[src/rtl/sync_fifo_pkg.sv]
// Shared types and default configuration for the flagged synchronous FIFO.
// Read-mode selection plus configuration sanity helper.
package sync_fifo_pkg;

   typedef enum logic {
      STANDARD = 1'b0,
      FWFT     = 1'b1
   } read_mode_e;

   localparam int DEF_DATA_WIDTH         = 32;
   localparam int DEF_FIFO_DEPTH         = 16;
   localparam int DEF_ALMOST_FULL_LEVEL  = 14;
   localparam int DEF_ALMOST_EMPTY_LEVEL = 2;

   // Depth must be a power of two >= 4; thresholds strictly ordered.
   function automatic logic levels_ok(
      input int depth,
      input int af_level,
      input int ae_level
   );
      logic pow2;
      pow2 = (depth > 0) && ((depth & (depth - 1)) == 0);
      return pow2 && (depth >= 4) && (ae_level >= 0) &&
             (ae_level < af_level) && (af_level <= depth);
   endfunction

endpackage

[src/rtl/dual_port_ram.sv]
// Simple dual-port storage array: synchronous write, asynchronous read.
// Read and write ports share one clock.
module dual_port_ram #(
   parameter int DATA_WIDTH = 32,
   parameter int ADDR_WIDTH = 4
) (
   input  logic                  clk,
   input  logic                  wr_en,
   input  logic [ADDR_WIDTH-1:0] wr_addr,
   input  logic [DATA_WIDTH-1:0] wr_data,
   input  logic [ADDR_WIDTH-1:0] rd_addr,
   output logic [DATA_WIDTH-1:0] rd_data
);

   logic [DATA_WIDTH-1:0] mem [2**ADDR_WIDTH];

   always_ff @(posedge clk) begin
      if (wr_en) begin
         mem[wr_addr] <= wr_data;
      end
   end

   assign rd_data = mem[rd_addr];

endmodule

[src/rtl/sync_fifo_flags.sv]
// Synchronous FIFO with registered full/empty/almost flags, error pulses
// and a selectable registered or first-word-fall-through read port.
module sync_fifo_flags
   import sync_fifo_pkg::*;
#(
   parameter int         DATA_WIDTH         = DEF_DATA_WIDTH,
   parameter int         FIFO_DEPTH         = DEF_FIFO_DEPTH,
   parameter int         ALMOST_FULL_LEVEL  = DEF_ALMOST_FULL_LEVEL,
   parameter int         ALMOST_EMPTY_LEVEL = DEF_ALMOST_EMPTY_LEVEL,
   parameter read_mode_e READ_MODE          = STANDARD,
   localparam int        ADDR_WIDTH         = $clog2(FIFO_DEPTH)
) (
   input  logic                  clk,
   input  logic                  reset,
   input  logic                  wr_en,
   input  logic [DATA_WIDTH-1:0] data_in,
   input  logic                  rd_en,
   output logic [DATA_WIDTH-1:0] data_out,
   output logic                  data_valid,
   output logic                  fifo_full,
   output logic                  fifo_empty,
   output logic                  fifo_almost_full,
   output logic                  fifo_almost_empty,
   output logic [ADDR_WIDTH:0]   fill_count,
   output logic                  overflow,
   output logic                  underflow
);

   localparam int PTR_W = ADDR_WIDTH + 1;

   localparam logic [PTR_W-1:0] DEPTH_C = PTR_W'(FIFO_DEPTH);
   localparam logic [PTR_W-1:0] AF_C    = PTR_W'(ALMOST_FULL_LEVEL);
   localparam logic [PTR_W-1:0] AE_C    = PTR_W'(ALMOST_EMPTY_LEVEL);

   if (!levels_ok(FIFO_DEPTH, ALMOST_FULL_LEVEL,
                  ALMOST_EMPTY_LEVEL)) begin : g_bad_cfg
      $error("sync_fifo_flags: illegal depth/level configuration");
   end

   logic [PTR_W-1:0]      wr_ptr;
   logic [PTR_W-1:0]      rd_ptr;
   logic [PTR_W-1:0]      wr_ptr_next;
   logic [PTR_W-1:0]      rd_ptr_next;
   logic [PTR_W-1:0]      count_next;
   logic                  rd_accept;
   logic                  wr_accept;
   logic [DATA_WIDTH-1:0] ram_rd_data;
   logic [DATA_WIDTH-1:0] std_data;
   logic                  std_valid;

   // A full FIFO still takes a write when the same cycle frees a slot.
   always_comb begin
      rd_accept   = rd_en && !fifo_empty;
      wr_accept   = wr_en && (!fifo_full || rd_accept);
      wr_ptr_next = wr_ptr;
      rd_ptr_next = rd_ptr;
      if (wr_accept) begin
         wr_ptr_next = wr_ptr + 1'b1;
      end
      if (rd_accept) begin
         rd_ptr_next = rd_ptr + 1'b1;
      end
      count_next = wr_ptr_next - rd_ptr_next;
   end

   dual_port_ram #(
      .DATA_WIDTH (DATA_WIDTH),
      .ADDR_WIDTH (ADDR_WIDTH)
   ) u_ram (
      .clk     (clk),
      .wr_en   (wr_accept),
      .wr_addr (wr_ptr[ADDR_WIDTH-1:0]),
      .wr_data (data_in),
      .rd_addr (rd_ptr[ADDR_WIDTH-1:0]),
      .rd_data (ram_rd_data)
   );

   always_ff @(posedge clk) begin
      if (reset) begin
         wr_ptr            <= '0;
         rd_ptr            <= '0;
         fill_count        <= '0;
         fifo_full         <= 1'b0;
         fifo_empty        <= 1'b1;
         fifo_almost_full  <= 1'b0;
         fifo_almost_empty <= 1'b1;
         overflow          <= 1'b0;
         underflow         <= 1'b0;
      end else begin
         wr_ptr            <= wr_ptr_next;
         rd_ptr            <= rd_ptr_next;
         fill_count        <= count_next;
         fifo_full         <= (count_next == DEPTH_C);
         fifo_empty        <= (count_next == '0);
         fifo_almost_full  <= (count_next >= AF_C);
         fifo_almost_empty <= (count_next <= AE_C);
         overflow          <= wr_en && !wr_accept;
         underflow         <= rd_en && !rd_accept;
      end
   end

   // Registered read port: async RAM read is captured before the
   // same-edge write, so a full read+write returns the old word.
   always_ff @(posedge clk) begin
      if (reset) begin
         std_data  <= '0;
         std_valid <= 1'b0;
      end else begin
         std_valid <= rd_accept;
         if (rd_accept) begin
            std_data <= ram_rd_data;
         end
      end
   end

   always_comb begin
      data_out   = std_data;
      data_valid = std_valid;
      if (READ_MODE == FWFT) begin
         data_out   = fifo_empty ? '0 : ram_rd_data;
         data_valid = !fifo_empty;
      end
   end

endmodule

[config.mk]
export PLATFORM = sky130hd
export DESIGN_NAME = sync_fifo_flags
export DESIGN_NICKNAME = d
export VERILOG_FILES = /design/src/rtl/sync_fifo_pkg.sv /design/src/rtl/dual_port_ram.sv /design/src/rtl/sync_fifo_flags.sv
export SDC_FILE = /design/constraint.sdc
export NUM_CORES = 1
export LEC_CHECK = 0
export CELL_PAD_IN_SITES_DETAIL_PLACEMENT = 0
export CELL_PAD_IN_SITES_GLOBAL_PLACEMENT = 2
export CORE_MARGIN = 2
export CORE_UTILIZATION = 50
export CTS_BUF_LIST = sky130_fd_sc_hd__clkbuf_4 sky130_fd_sc_hd__clkbuf_8
export DETAILED_ROUTE_END_ITERATION = 16
export GPL_TIMING_DRIVEN = 0
export MAX_ROUTING_LAYER = met4
export PLACE_DENSITY_LB_ADDON = 0.12
export SLEW_MARGIN = 20
export SYNTH_ARGS = -nofsm -noshare
export SYNTH_HDL_FRONTEND = slang
export SYNTH_SLANG_ARGS = --single-unit
[constraint.sdc]
create_clock -name clk -period 4.65 [get_ports clk]
set_clock_uncertainty 0.2 [all_clocks]
set_input_delay 0.93 -clock clk [delete_from_list [all_inputs] [get_ports clk]]
set_output_delay 0.93 -clock clk [all_outputs]
set_load 0.02 [all_outputs]
Word level (Yosys, flattened, before mapping)
Memory sizes are Yosys's and may differ from the RTL's. A register that Yosys moved wholly into a read port is not among the register bits.
Index checks and enable logic that the tools add are counted.
Widths: inputs -> output; s select.
{"block": "totals", "regBits": 22, "latchBits": 0, "ramBits": 512, "rom_bits": 0, "out_inout_bits": 44, "n_memories": 1}
{"name": "u_ram.mem", "words": 16, "word_bits": 32, "read_ports": 1, "rd_ports_with_merged_regs": 1, "write_ports": 1, "line": "dual_port_ram.sv:15", "rtl": "logic [DATA_WIDTH-1:0] mem [2**ADDR_WIDTH];"}
{"block": "classes", "add_sub_neg": 3, "multipliers": 0, "div_mod_pow": 0, "order_cmp": 2, "eq_ne": 1, "n_shift": 0, "muxes": 4, "bitwise": 0, "reduce_logical": 10}
{"cell": "$add 5x1->5 const B", "n": 2}
{"cell": "$mux 5", "n": 2}
{"cell": "$eq 5x5->1 const B", "n": 1}
{"cell": "$ge 5x4->1 const B", "n": 1}
{"cell": "$le 5x2->1 const B", "n": 1}
{"cell": "$logic_not 5->1", "n": 1}
{"cell": "$sub 5x5->5", "n": 1}
{"cell": "$logic_and 1x1->1", "n": 4}
{"cell": "$logic_not 1->1", "n": 4}
{"cell": "$mux 1", "n": 2}
{"cell": "$logic_or 1x1->1", "n": 1}

Depth between registers and ports, before layout
Gate-level depths: netlist (run 1).
{"block": "logic_depth", "ltp_word": 7, "depth_mapped": 12, "ltp_nobuf": 11}

Cells and area by module
A second synthesis (run 1) with hierarchy kept.
{"block": "hier_totals", "cells_unflattened": 1043, "hier_area_um2": 21363.0}
{"module": "dual_port_ram", "instances": 1, "cells_each": 806, "area_each_um2": 19213.4}
{"module": "sync_fifo_flags", "instances": 1, "cells_each": 237, "area_each_um2": 2149.6}

Least setup slack after synthesis (run 1)
Ideal clock, no wire load.
{"block": "synth_path", "path_kind": "in2reg", "start": "in rd_en", "end": "reg fifo_full", "setup_ns": 0.062, "arrival_ns": 3.494, "t_required_ns": 4.388, "slack_ns": 0.894, "path_stages": 7, "path_buffers": 0, "cell_sequence": "nand2b_4 a211oi_2 xnor2_1 xnor2_1 xnor2_1 or2_1 and4b_1"}
{"block": "synth_via", "elab_chain_cells": 6}
{"item": "start: declaration", "line": "sync_fifo_flags.sv:17", "rtl": "input logic rd_en,"}
{"item": "$logic_and 1x1->1 *", "line": "sync_fifo_flags.sv:53", "rtl": "rd_accept = rd_en && !fifo_empty;"}
{"item": "$logic_or 1x1->1", "line": "sync_fifo_flags.sv:54", "rtl": "wr_accept = wr_en && (!fifo_full || rd_accept);"}
{"item": "$logic_and 1x1->1", "line": "sync_fifo_flags.sv:54"}
{"item": "$mux 5", "line": "sync_fifo_flags.sv:57", "rtl": "if (wr_accept) begin"}
{"item": "$sub 5x5->5 *", "line": "sync_fifo_flags.sv:63", "rtl": "count_next = wr_ptr_next - rd_ptr_next;"}
{"item": "$eq 5x5->1 *", "line": "sync_fifo_flags.sv:93", "rtl": "fifo_full <= (count_next == DEPTH_C);"}
{"item": "end signal: assignment", "line": "sync_fifo_flags.sv:93"}
{"item": "end: declaration", "line": "sync_fifo_flags.sv:20", "rtl": "output logic fifo_full,"}
Mark *: on every way between the ends. The rest lies on a longest branch, timed or not.
A chain may end at the register's enable or synchronous reset.

Worst setup path in the final report (run 1)
{"block": "layout_path", "start": "reg rd_ptr[1]", "end": "reg fifo_full"}
{"block": "layout_via", "elab_chain_cells": 4}
{"item": "start: declaration", "line": "sync_fifo_flags.sv:41", "rtl": "logic [PTR_W-1:0] rd_ptr;"}
{"item": "start signal: assignment", "line": "sync_fifo_flags.sv:91", "rtl": "rd_ptr <= rd_ptr_next;"}
{"item": "$add 5x1->5", "line": "sync_fifo_flags.sv:61", "rtl": "rd_ptr_next = rd_ptr + 1'b1;"}
{"item": "$mux 5 *", "line": "sync_fifo_flags.sv:60", "rtl": "if (rd_accept) begin"}
{"item": "$sub 5x5->5 *", "line": "sync_fifo_flags.sv:63"}
{"item": "$eq 5x5->1 *", "line": "sync_fifo_flags.sv:93"}
Marked as above.

==> out/qor.yml, run 1 <==
drive_gt1_share_pct: 29.7
ctsResizeCount: 0
critPathArrivalTime_ns: 4.46
syn_avg_cell_area_sq_um: 21.9
grt_pass1_wl_microns: 69800
placed_area_sq_mm: 0.0230
critPathSlowestCell: "clkbuf_1"
endpoint_kind: "flip-flop"
yosys-top-cells-area: "edfxtp_1, mux4_2, dfxtp_1"
ir_drop_mv: 0.301
hold_viol_final: 0
slew_headroom_pct: 32.7
track_usage_pct: 23.0
drc: 0
p_int_uw: 9020
row_count: 75
drt-total-wl_microns: 47900
clk_path_buf_depth: 3
path_max_fanout: 10
vias: 10300
cts_setup_buffers: 0
drt_pass1_iterations: 5
rsz0062_at_grt: "no"
path_buf_inv: 2
synth-edff-count: 512
clk_latency_ns: 0.66
slowest_delay_ns: 0.69
crit_chain: "buf_1, clkbuf_1, mux2i_1, fa_1, o311a_1, a311o_1, xnor2_1, or2_1, and4b_1"
cts_tree: "yes"
p_seq_share_pct: 48.6
syn_nets: 1020
worst_slew_pin_slew_ns: 1.01
slew_violations: 0
status: "finished clean"
crit_path_start_kind: "flip-flop"
ioPinCount: 80
period_minus_slack_ns: 4.13
cts-root-buf: "clkbuf_8"
grt.overflow.total: 0
synth_top_cell_area_share_pct: 71.9
grt_max_degree: 33
ys_seq_area_share_pct: 77.0
netlist_area_sq_mm: 0.0214
fin_crit_sh_pct: 88.8
synth_top_cell_by_area: "edfxtp_1"
synth_cell_type_count: 40
cp_data_required_time_ns: 4.98
core-area_sq_mm: 0.0420
p_clk_share_pct: 38.0
die_x_microns: 211
cts_num_sinks: 566
cts_buffers: 92
synth_common_cells: "edfxtp_1, mux4_2, nand2_1"
synth_ff_type: "edfxtp_1"
fin_total_pwr_uw: 11900
powerDensity_mw_per_mm2: 475
portBuffers: 78
combPwrFrac_pct: 13.4
swShare_pct: 24.0
max_cap_viol_count: 0
path_class: "flip-flop to flip-flop"
final_util_pct: 59.4
async_reset_ff_share_pct: 0
fp.dieArea_sq_mm: 0.0444
fin_setup_tns_ns: 0
wl_per_cell_microns: 27.0
fmax_ghz: 0.242
post-dp-hpwl_microns: 26100
synth_seq_cells: 566
synthCells: 975
stdcell_area_sq_mm: 0.0250
clk_pin_slew_worst_paths_ns: 0.06
fin_nets: 1198
ant_nets: 0
p_leak_uw: 0.00786
syn_to_final_growth_pct: 16.8
initial_core_util_pct: 50.9
yosysWarningCount: 0
htreeDepth: 3
antenna_found_initial: 1
multiInputGateArea_sq_mm: 0.00472
finalSetupViolations: 0
grt_pass1_vias: 10400
yosysMostFrequentCell: "edfxtp_1"
ff_latch_area_sq_mm: 0.0165
die_h_microns: 211
place.gp.congestion: 0.706
avgViaCountPerCell: 5.78
holdCritPathClass: "flip-flop to flip-flop"
switchingPower_uw: 2840
drt-initial-drc-count: 1004
crit_family: "buffers and inverters"
hold_buffers: 0
fillers: 3087
[power groups by stage]
stage | Clock [uW] | Combinational (uW) | Sequential, uW
6_report | 4510 | 1590 | 5760
5_1_grt | 4820 | 1710 | 5770
4_1_cts | 4600 | 1630 | 5760
3_5_place_dp | 0 | 1620 | 5870
3_3_place_gp | 0 | 1610 | 5870
2_1_floorplan | 0 | 956 | 5940
[stage by stage]
stage | hold WS (ns) | setup WS [ns] | cells
6_report | 0.252 | 0.519 | 1773
5_1_grt | 0.277 | 0.276 | 1773
4_1_cts | 0.253 | 0.429 | 1772
3_5_place_dp | 0.246 | -0.0554 | 1598
3_3_place_gp | 0.242 | -2.11 | 1592
2_1_floorplan | 0.287 | 0.894 | 975
[worst reg2reg max path, cell delays in order (launching register included)]
cell and delay (ns):
dfxtp_1 0.51, buf_1 0.68, clkbuf_1 0.69, mux2i_1 0.32
fa_1 0.52, o311a_1 0.13, a311o_1 0.34, xnor2_1 0.24
or2_1 0.19, and4b_1 0.21
[sequential cells by signal, summed over array words and instances, names as in the netlist, 5 cells and up]
signal / cells
rd_ptr: 5
wr_ptr: 5
fill_count: 5
u_ram.mem: 512
data_out: 32
[cells by family (layout without fill, tap and decap cells)]
family	Yosys count	in the layout	synth area share [%]
buffers and inverters	61	319	1.18
other	0	1	0
AOI/OAI and AO/OA	46	46	1.28
and+or+nand+nor	117	117	2.51
xor gates and xnor gates	14	14	0.573
adders and majority gates	10	10	0.609
DFF	566	566	77.0
muxes	161	161	16.9
[cells in the final DEF, fill, tap and decap left out, types with 2 or more instances in the layout]
cell type / netlist / final
and4_4: 0 / 3
clkbuf_8: 0 / 119
nor3_1: 2 / 2
buf_2: 18 / 19
xor2_1: 4 / 4
clkbuf_4: 0 / 32
clkdlybuf4s50_1: 0 / 78
clkinv_1: 0 / 11
edfxtp_1: 512 / 512
xnor2_1: 10 / 10
mux4_2: 160 / 160
ha_1: 8 / 8
and2_4: 0 / 11
nand4_1: 3 / 3
clkinvlp_4: 0 / 2
clkinv_2: 0 / 6
nor2_1: 15 / 15
or2_1: 2 / 2
clkbuf_1: 27 / 27
nand2_1: 70 / 70
dfxtp_1: 54 / 54
inv_6: 0 / 2
nor2b_1: 4 / 4
a21oi_1: 34 / 34
buf_12: 0 / 2
buf_1: 8 / 6
inv_1: 8 / 8
buf_6: 0 / 3
[final cells by class]
type,count,area share (%)
diodes,1,0.0100
plain buffers,53,0.896
clock buffers,151,7.52
clock inverters,23,0.526
inverters,8,0.120
multi-input cells,348,18.9
flip-flops and latches,566,65.9
well taps,539,2.70
repair buffers,84,3.48
[layer usage]
layer / GRT usage (%) / vias to the layer above / part of all wire [%]
met5: - / - / 0
li1: - / 4393 / -
met4: 5.56 / 0 / 1.5
met3: 4.45 / 64 / 5.2
met1: 31.7 / 5501 / 44
met2: 36.1 / 295 / 49
[path summary, 6_finish.rpt]
check,start,endpoint,slack [ns],depth (start not counted)
setup / recovery,rd_ptr[1],fifo_full,0.52,9
hold / removal,data_out[25],data_out[25],0.25,2
setup reg to reg,rd_ptr[1],fifo_full,0.52,9
hold reg to reg,data_out[25],data_out[25],0.25,2
(Power assumes the default switching activity.)
==> run 2, diff against run 1 <==
- RECOVER_POWER: unset -> 100
==> run 2 against run 1 <==
- sequential share of layout area grew 0.23 points
- clock power about the same
- non-clock buffer count is the same
- critical path depth down 3
- die area unchanged
- count of clock-buffer cells in the layout stayed put
- highest routed layer unchanged
==> out/qor.yml, run 2 (same netlist as run 1, synthesis figures left out) <==
clk_pin_slew_worst_paths_ns: 0.06  # about the same
portBuffers: 78  # unchanged
fin_total_pwr_uw: 11800  # -0.29%
avgViaCountPerCell: 5.79  # +0.15%
wl_per_cell_microns: 27.0  # +0.20%
final_common_cell: "edfxtp_1"
powerDensity_mw_per_mm2: 475  # about the same
syn_to_final_growth_pct: 16.4
use_met3_pct: 4.45  # unchanged
cp_data_required_time_ns: 4.74  # -0.24 ns
grt_pass1_wl_microns: 69800  # unchanged
cts_num_sinks: 566  # unchanged
place.gp.congestion: 0.706  # unchanged
drt_pass1_iterations: 5  # unchanged
hold_viol_final: 0  # unchanged
crit_path_start_kind: "input port"
track_usage_pct: 23.0  # unchanged
grt_use_met1_pct: 31.7  # unchanged
hold_buffers: 0  # unchanged
grt.overflow.total: 0  # unchanged
fin_cells: 1776  # +0.17%
fin_nets: 1198  # unchanged
ioPinCount: 80  # unchanged
worst_slew_pin_slew_ns: 1.33  # +0.317 ns
endpoint_kind: "flip-flop"
rsz0062_at_grt: "no"
critPathArrivalTime_ns: 4.45  # about the same
post-dp-hpwl_microns: 26100  # unchanged
htreeDepth: 3  # unchanged
core-area_sq_mm: 0.0420  # unchanged
drt-total-wl_microns: 48000  # +0.37%
p_leak_uw: 0.00793  # +0.87%
stdcell_area_sq_mm: 0.0249  # -0.34%
grt_busiest_layer: "met2"
die_h_microns: 211  # unchanged
cts_setup_buffers: 0  # unchanged
cts_buffers: 92  # unchanged
die_x_microns: 211  # unchanged
finalSetupViolations: 0  # unchanged
clk_path_buf_depth: 3  # unchanged
holdCritPathClass: "flip-flop to flip-flop"
cts-root-buf: "clkbuf_8"
vias: 10300  # +0.32%
final_util_pct: 59.2  # -0.20 points
max_cap_viol_count: 0  # unchanged
fin_setup_tns_ns: 0  # unchanged
met2_usage_pct: 36.1  # unchanged
layout_common_cells: "edfxtp_1, mux4_2, clkbuf_8"
initial_core_util_pct: 50.9  # unchanged
fmax_ghz: 0.229  # -5.3%
slew_headroom_pct: 11.0  # -22 points
grt_pass1_vias: 10400  # unchanged
ir_drop_mv: 0.299  # -0.81%
path_max_fanout: 9  # -1
largest_reg_flops: 512  # unchanged
fillers: 3102  # +0.49%
status: "finished clean"
fin_crit_sh_pct: 93.8  # +5.0 points
top_register: "u_ram.mem"
antenna_found_initial: 4  # +3
row_count: 75  # unchanged
cts_tree: "yes"
drt-initial-drc-count: 1003  # -0.10%
worst_r2r_path_depth: 9  # unchanged
min_path_cells: 2  # unchanged
slew_violations: 0  # unchanged
drc: 0  # unchanged
drive_gt1_share_pct: 28.7  # -0.97 points
placed_area_sq_mm: 0.0230  # unchanged
clk_latency_ns: 0.66  # about the same
fp.dieArea_sq_mm: 0.0444  # unchanged
ctsResizeCount: 0  # unchanged
period_minus_slack_ns: 4.36  # +0.230 ns
dp.cells: 1598  # unchanged
path_class: "input port to flip-flop"
grt_max_degree: 33  # unchanged
ant_nets: 0  # unchanged
-- run 2: cell types whose count changed in the layout (fill, tap and decap cells not counted), moves of 2 or more --
cell / delta
buf_2: -5
and2_4: -11
and4_4: -3
and2_2: +10
or2_1: -2
and4_2: +2
clkbuf_1: +10
or2_0: +2
diode_2: +3
clkdlybuf4s50_1: -77
dlygate4sd3_1: +77
buf_6: -3
-- run 2: critical path: stages --
cell,delay (ns)
dlygate4sd3_1,0.62
nand2b_2,0.12
a211oi_1,1.09
clkbuf_1,0.69
clkbuf_1,0.51
clkbuf_1,0.47
-- run 2: final timing paths --
path	from	to	slack, ns
hold reg to reg	data_out[25]	data_out[25]	0.25
setup reg to reg	rd_ptr[1]	fifo_full	0.47
hold / removal	data_out[25]	data_out[25]	0.25
setup / recovery	rd_en	u_ram.mem[15][14]	0.29
-- run 2: stage by stage --
step                hold WS (ns)  setup WS, ns
CTS                        0.253         0.429
global route               0.274         0.177
finish                     0.250         0.288
global placement           0.242         -2.11
floorplan                  0.287         0.894
detailed placement         0.246       -0.0554
-- run 2: power by group --
group          switching, uW  internal, uW
Clock                   1950          2570
Sequential              54.5          5700
Combinational            837           715
Total                   2840          8980
-- run 2: cell type report --
cell class                 instances  area, sq um  share of cell area, %
clock inverter                    23          131                  0.528
antenna                            4         10.0                 0.0402
clock buffer                     151         1880                   7.54
buffer                            53          218                  0.874
multi-input combinational        348         4680                   18.8
sequential                       566        16500                   66.1
tap                              539          674                   2.71
timing repair buffer              84          821                   3.30
inverter                           8         30.0                  0.121
-- run 2: per-layer routing --
| metal | routed length, microns | share of wire [%] |
|---|---|---|
| met5 | 0 | 0 |
| met4 | 690 | 1.4 |
| met3 | 2320 | 4.8 |
| met2 | 23800 | 50 |
| met1 | 21200 | 44 |
==> run 3, diff against run 2 <==
- CORE_UTILIZATION: 50 -> 45
- MAX_ROUTING_LAYER: met4 -> unset
==> run 3 against run 2 <==
- via count shrank 0.16%
- highest routed layer is now met5
- count of clock-buffer cells in the layout shrank 14
- register-to-register slack lost 0.09 ns
- first-iteration DRC count is 23% lower
- worst setup slack improved by 0.093 ns
- design area is 0.20% higher
- die area up 11%
- core utilization down 5.9 points
- combinational power hardly changed
==> out/qor.yml, run 3 (same netlist as run 1, synthesis figures left out) <==
regToRegEndpoint: "fifo_full"
clk_pin_slew_worst_paths_ns: 0.06  # about the same
core-area_sq_mm: 0.0468  # +11%
avgViaCountPerCell: 5.58  # -3.7%
die_x_microns: 222  # +5.3%
grt_max_degree: 33  # unchanged
worst_r2r_path_depth: 9  # unchanged
slew_headroom_pct: 13.8  # +2.8 points
worstReg2RegStart: "rd_ptr[1]"
vias: 10300  # -0.16%
rsz0062_at_grt: "no"
endpoint_kind: "flip-flop"
period_minus_slack_ns: 4.27  # -0.0932 ns
r2r_slack_ns: 0.38  # -0.09 ns
cts_tree: "yes"
drt-initial-drc-count: 776  # -23%
fmax_ghz: 0.234  # +2.2%
fin_setup_tns_ns: 0  # unchanged
p_leak_uw: 0.00792  # about the same
clk_latency_ns: 0.67  # about the same
ioPinCount: 80  # unchanged
syn_to_final_growth_pct: 16.7
status: "finished clean"
fp.dieArea_sq_mm: 0.0493  # +11%
fin_cells: 1842  # +3.7%
htreeDepth: 3  # unchanged
critPathArrivalTime_ns: 4.62  # +0.17 ns
drive_gt1_share_pct: 28.6  # -0.10 points
ctsResizeCount: 0  # unchanged
drt-total-wl_microns: 50000  # +4.0%
fillers: 3677  # +19%
grt_pass1_wl_microns: 72600  # +4.0%
antenna_found_initial: 5  # +1
hold_buffers: 0  # unchanged
drc: 0  # unchanged
path_class: "flip-flop to flip-flop"
fin_nets: 1200  # +0.17%
cts-root-buf: "clkbuf_8"
grt.overflow.total: 0  # unchanged
fin_ws_ns: 0.382  # +0.0932 ns
wl_per_cell_microns: 27.1  # +0.28%
top_register: "u_ram.mem"
min_path_cells: 2  # unchanged
grt_pass1_vias: 10700  # +2.8%
ir_drop_mv: 0.228  # -24%
post-dp-hpwl_microns: 27000  # +3.8%
min_to: "data_out[30]"
ant_nets: 0  # unchanged
cts_num_sinks: 566  # unchanged
layout_common_cells: "edfxtp_1, mux4_2, clkbuf_8"
fin_crit_sh_pct: 91.8  # -2.0 points
drt_pass1_iterations: 7  # +2
crit_path_start_kind: "flip-flop"
cts_setup_buffers: 0  # unchanged
largest_reg_flops: 512  # unchanged
row_count: 79  # +5.3%
cp_data_required_time_ns: 5.00  # +0.26 ns
dp.cells: 1666  # +4.3%
cts_buffers: 94  # +2.2%
path_max_fanout: 10  # +1
holdCritPathClass: "flip-flop to flip-flop"
hp-start: "data_out[30]"
hold_viol_final: 0  # unchanged
die_h_microns: 222  # +5.3%
worst_slew_pin_slew_ns: 1.29  # -0.0337 ns
track_usage_pct: 20.8  # -2.3 points
initial_core_util_pct: 45.7  # -5.1 points
slew_violations: 0  # unchanged
powerDensity_mw_per_mm2: 477  # +0.40%
clk_path_buf_depth: 3  # unchanged
hold_slack_ns: 0.248  # -0.00147 ns
max_cap_viol_count: 0  # unchanged
finalSetupViolations: 0  # unchanged
pre_cts_ws_ns: -0.224  # -0.169 ns
portBuffers: 78  # unchanged
place.gp.congestion: 0.711  # +0.69%
final_common_cell: "edfxtp_1"
## run 3: worst max path at each step
stage	end	from	slack, ns
2_1_floorplan	fifo_full	rd_en	0.89
3_3_place_gp	fifo_full	rd_en	-2.16
3_5_place_dp	fifo_full	rd_en	-0.22
4_1_cts	fifo_full	rd_ptr[1]	0.31
5_1_grt	fifo_full	rd_ptr[1]	0.14
6_report	fifo_full	rd_ptr[1]	0.38
## run 3: routing by layer
metal	vias up	wire length [microns]	GRT usage, %
li1	4411	-	-
met1	5496	21800	28.5
met2	282	24800	34.0
met3	73	2500	3.91
met4	8	865	6.39
met5	-	52	0
## run 3: metrics by stage
step                utilization (%)  power [uW]  instance area (sq um)
floorplan                         -        6890                  21400
global placement               49.0        7480                  22900
detailed placement             49.3        7490                  23100
CTS                            53.6       12100                  25100
global route                   53.4       12400                  24900
finish                         53.4       11900                  25000
## run 3: cell type report
cell class	count	area, sq um	area share (%)
diodes	1	2.50	0.0100
plain buffers	53	219	0.878
clock buffers	137	1670	6.70
clock inverters	38	323	1.29
inverters	8	30.0	0.120
multi-input cells	348	4680	18.8
flip-flops and latches	566	16500	66.0
well taps	607	759	3.04
repair buffers	84	806	3.23
## run 3: worst max-delay path, stage by stage (launching register included)
cell and delay, ns:
dfxtp_1 0.49, clkbuf_1 0.70, clkbuf_1 0.72, mux2i_1 0.31, fa_1 0.52, o311a_1 0.13
a311o_1 0.35, xnor2_1 0.26, or2_0 0.22, and4b_1 0.23
## run 3: where the power goes
group / internal [uW] / switching (uW) / total [uW]
combinational: 714 / 834 / 1550
sequential: 5700 / 57.9 / 5760
clock: 2600 / 1990 / 4590
